### src/rtl/alu.sv
// 16-bit registered integer ALU for the CPU execute stage.
// Results, branch condition and status flags appear one cycle after issue.
module alu #(
    parameter int WIDTH = 16
) (
    input  logic             clk,
    input  logic             rst_n,
    input  logic [3:0]       alu_code,
    input  logic [WIDTH-1:0] reg_data1,
    input  logic [WIDTH-1:0] reg_data2,
    output logic [WIDTH-1:0] accum,
    output logic             branch_check,
    output logic             zero_flag,
    output logic             carry_flag,
    output logic             overflow_flag
);

    localparam int SW = $clog2(WIDTH);

    logic [WIDTH:0]   sum;
    logic [WIDTH:0]   diff;
    logic [SW-1:0]    shamt;
    logic             add_ovf;
    logic             sub_ovf;
    logic             lt_s;
    logic             lt_u;
    logic [WIDTH-1:0] res_n;
    logic             br_n;
    logic             cy_n;
    logic             ov_n;

    assign sum   = {1'b0, reg_data1} + {1'b0, reg_data2};
    assign diff  = {1'b0, reg_data1} - {1'b0, reg_data2};
    assign shamt = reg_data2[SW-1:0];
    assign lt_s  = $signed(reg_data1) < $signed(reg_data2);
    // The top bit of the widened difference is the borrow, i.e. unsigned A < B.
    assign lt_u  = diff[WIDTH];

    assign add_ovf = (reg_data1[WIDTH-1] == reg_data2[WIDTH-1])
                   && (sum[WIDTH-1] != reg_data1[WIDTH-1]);
    assign sub_ovf = (reg_data1[WIDTH-1] != reg_data2[WIDTH-1])
                   && (diff[WIDTH-1] != reg_data1[WIDTH-1]);

    always_comb begin
        res_n = '0;
        br_n  = 1'b0;
        cy_n  = 1'b0;
        ov_n  = 1'b0;
        case (alu_code)
            4'b0000: res_n = reg_data1 & reg_data2;
            4'b0001: res_n = reg_data1 | reg_data2;
            4'b0010: res_n = reg_data1 ^ reg_data2;
            4'b0011: res_n = ~reg_data1;
            4'b0100: begin
                res_n = diff[WIDTH-1:0];
                cy_n  = lt_u;
                ov_n  = sub_ovf;
            end
            4'b0101: res_n = reg_data1 << shamt;
            4'b0110: res_n = reg_data1 >> shamt;
            4'b0111: res_n = $signed(reg_data1) >>> shamt;
            4'b1000: begin
                res_n = sum[WIDTH-1:0];
                cy_n  = sum[WIDTH];
                ov_n  = add_ovf;
            end
            4'b1001: res_n = {{(WIDTH-1){1'b0}}, lt_s};
            4'b1010: res_n = {{(WIDTH-1){1'b0}}, lt_u};
            4'b1011: res_n = reg_data2;
            default: begin
                // Branch codes also publish A - B and the subtract flags.
                res_n = diff[WIDTH-1:0];
                cy_n  = lt_u;
                ov_n  = sub_ovf;
                case (alu_code[1:0])
                    2'b00:   br_n = (reg_data1 == reg_data2);
                    2'b01:   br_n = (reg_data1 != reg_data2);
                    2'b10:   br_n = lt_s;
                    default: br_n = ~lt_s;
                endcase
            end
        endcase
    end

    always_ff @(posedge clk) begin
        if (!rst_n) begin
            accum         <= '0;
            branch_check  <= 1'b0;
            zero_flag     <= 1'b0;
            carry_flag    <= 1'b0;
            overflow_flag <= 1'b0;
        end else begin
            accum         <= res_n;
            branch_check  <= br_n;
            zero_flag     <= (res_n == '0);
            carry_flag    <= cy_n;
            overflow_flag <= ov_n;
        end
    end

endmodule

### config.mk
export PLATFORM = sky130hd
export DESIGN_NAME = alu
export DESIGN_NICKNAME = d
export VERILOG_FILES = /design/src/rtl/alu.sv
export SDC_FILE = /design/constraint.sdc
export NUM_CORES = 1
export LEC_CHECK = 0
export CAP_MARGIN = 20
export CORE_ASPECT_RATIO = 1.1
export CORE_MARGIN = 1
export CORE_UTILIZATION = 55
export DETAILED_ROUTE_END_ITERATION = 10
export GPL_TIMING_DRIVEN = 0
export PLACE_DENSITY_LB_ADDON = 0.2
export SLEW_MARGIN = 20
export SYNTH_ARGS = -nofsm -noshare
export SYNTH_HDL_FRONTEND = slang
export SYNTH_SLANG_ARGS = --single-unit
### constraint.sdc
create_clock -name clk -period 4.6 [get_ports clk]
set_input_delay 0.92 -clock clk [delete_from_list [all_inputs] [get_ports clk]]
set_output_delay 0.92 -clock clk [all_outputs]
set_load 0.005 [all_outputs]
==> impl_metrics.ini <==
[worst_hold_path]
whs_path_depth = 2
hold_class = in -> reg
hp-start = rst_n

[drt]
ant_nets = 0
wl_mm = 20.8
vias = 6277
via_per_inst = 7.43
route.detailed.drc = 0
drt-pass1-iter-count = 7
first_iter_violations = 683
post_drt_wl_per_cell_um = 24.6

[pwr]
power.leakage_nw = 2.45
p_int_uw = 598
swShare_pct = 44.0
power_frac_clock_pct = 16.1
ir_drop_v = 0.000123
power.density_nw_per_um2 = 178
sequentialPowerShare_pct = 18.1
power_frac_comb_pct = 65.7
p_sw_uw = 470

[final_layout]
stdcell_area_um2 = 5990
syn_to_final_growth_pct = 16.1
nets = 821
drive_above_1_share_pct = 12.2
seqCellArea_um2 = 400
fin_util_pct = 66.8
multiInputGateArea_um2 = 4360
n_antenna_cell = 0
n_fill_cell = 824

[global_routing]
first_global_vias = 5731
antenna_found_initial = 0
grt_max_degree = 20
track_usage_pct = 42.5
overflow = 0
grt_pass1_wl_mm = 31.9

[worst_setup_path]
crit_slowest_cell = clkdlybuf4s50_1
crit_path_start_kind = primary input
critPathTopFamily = compound AO/OA/AOI/OAI gates
cp-endpoint = zero_flag
crit_required_ns = 4.81
slowest_delay_ns = 0.61
path_buf_inv = 3
arrival_ns = 4.78
cp_max_fo = 19
crit_path_end_kind = flip-flop
startpoint = reg_data2[2]
crit_top_cell = o21ai_1
crit_chain = clkdlybuf4s50_1 > inv_2 > ha_1 > buf_2 > o21ai_1 > o21bai_1 > a2111oi_4 > o21ai_1 > or2_0 > a221o_1 > a221oi_2 > nor3b_2 > and3_1
critical_path_cell_count = 13
setup.worst_path.class = in -> reg

[floorplan]
rows = 36
start_util_pct = 57.6
die_h_um = 104
io_pins = 58
core_um2 = 8960
fp.dieW_um = 94.3
dieArea_um2 = 9770

[clock_tree]
path_clk_slew_ns = 0.07
post-cts-setup-buffers = 0
clockRootBuffer = clkbuf_8
cts_tree = yes
cts_max_level = 1
cts_buffer_depth = 2
clock-sinks = 20
cts_buffers = 3
cts_hold_buf = 0

[placement]
portBuffers = 56
dp_hpwl_mm = 16.4
dpl_cell_area_um2 = 5860
gp_congestion = 1.08

[synthesis]
synthesis.area_um2 = 5160
ys_seq_area_share_pct = 7.76
synthTopCellsByArea = mux4_2 12%, ha_1 12%, dfxtp_1 7.8%, mux2i_1 4.9%, nor2_1 4.4%
yosysUniqueCellTypes = 82
synthArstFlopShare_pct = 0
ys.flop_type = dfxtp_1
ys_seq_elements = 20
yosysWarnings = 0
synth_edf_count = 0
yosys.area.top_type = mux4_2
synth_top_area_share_pct = 12.2
netlist_instances = 672
synthesis.nets = 761
synth_area_per_cell_um2 = 7.68

[sta]
rsz0062_at_grt = no
drv_slew = 0
finalSetupViolations = 0
fmax_ghz = 0.219
worst_pin_slew_ns = 1.15
post-route-period-util_pct = 99.4
finalHoldViolCount = 0
relSlewSlack_pct = 23.0
layout_min_cycle_time_ns = 4.57

[job]
drv_cap = 0

[status]
status = finished clean
[metal layers]
layer	wire [um]	share of wire, %	GRT usage [%]	vias to the layer above
met3	2310	11	5.29	152
li1	-	-	-	2661
met4	1560	7.5	24.3	0
met1	7530	36	54.0	2903
met2	9380	45	68.1	561
met5	0	0	0	-
[cell families (layout without fill, tap and decap cells)]
| group | count (synthesis) | in the layout | synth area share, % |
|---|---|---|---|
| AOI/OAI and AO/OA | 204 | 204 | 28.2 |
| xor gates and xnor gates | 6 | 6 | 1.02 |
| adders and majority gates | 51 | 51 | 12.7 |
| buffers and inverters | 103 | 162 | 8.66 |
| DFF | 20 | 20 | 7.76 |
| muxes | 64 | 64 | 19.5 |
| and+or+nand+nor | 224 | 224 | 22.2 |
[sequential cells by signal, indices dropped and copies added (netlist names)]
signal / cells
accum: 16
zero_flag: 1
carry_flag: 1
branch_check: 1
overflow_flag: 1
[power by group through the flow]
stage,Clock [mW],Sequential [mW],Combinational [mW]
after global placement,0,0.198,0.649
after floorplan,0,0.200,0.429
after global routing,0.180,0.196,0.743
after detailed placement,0,0.198,0.661
final,0.172,0.194,0.702
after CTS,0.176,0.194,0.668
[cells in the final DEF, fill, tap and decap left out, drive strengths merged, types with 20 or more instances in the layout]
master and instances:
nor2 61, clkdlybuf4s50 55, inv 52, ha 49
nand2 44, a21oi 38, o21ai 35, mux4 28
clkbuf 28, mux2i 25, buf 24, nor3 20
nand3 20, dfxtp 20
[worst min path at each step]
stage / end / slack (ns)
final: accum[0] / 1.53
after global routing: accum[0] / 1.57
after CTS: carry_flag / 1.50
after detailed placement: accum[9] / 1.62
after global placement: branch_check / 1.62
after floorplan: accum[0] / 1.04
[synthesized netlist by cell type (all sizes together) (12+ instances only)]
cell / n
o221ai: 12
inv: 52
o21ai: 35
a21oi: 38
mux2i: 25
nor3: 20
mux4: 28
ha: 49
clkbuf: 25
nor2: 61
nand3: 20
dfxtp: 20
buf: 25
nand2: 44
[timing repair]
item | in CTS | in global routing
setup endpoints to repair | 5 | 3
resized for setup | 8 | 6
pin swaps | 1 | 1
[metrics by stage]
| stage | TNS (ns) | setup slack, ns | hold WS [ns] | power [mW] | cells |
|---|---|---|---|---|---|
| after CTS | 0 | 0.0156 | 1.50 | 1.04 | 845 |
| final | 0 | 0.0272 | 1.53 | 1.07 | 845 |
| after detailed placement | -3.59 | -1.09 | 1.62 | 0.859 | 842 |
| after global placement | -3.69 | -1.13 | 1.62 | 0.847 | 842 |
| after global routing | 0 | 0.00657 | 1.57 | 1.12 | 845 |
| after floorplan | 0 | 0.765 | 1.04 | 0.630 | 672 |
[area by class of cell]
class,instances,area share [%]
plain buffers,49,4.18
clock buffers,3,0.689
clock inverters,1,0.501
inverters,53,3.34
multi-input cells,549,72.8
flip-flops and latches,20,6.68
well taps,114,2.38
repair buffers,56,9.40
Power figures use the tool's default switching activity.
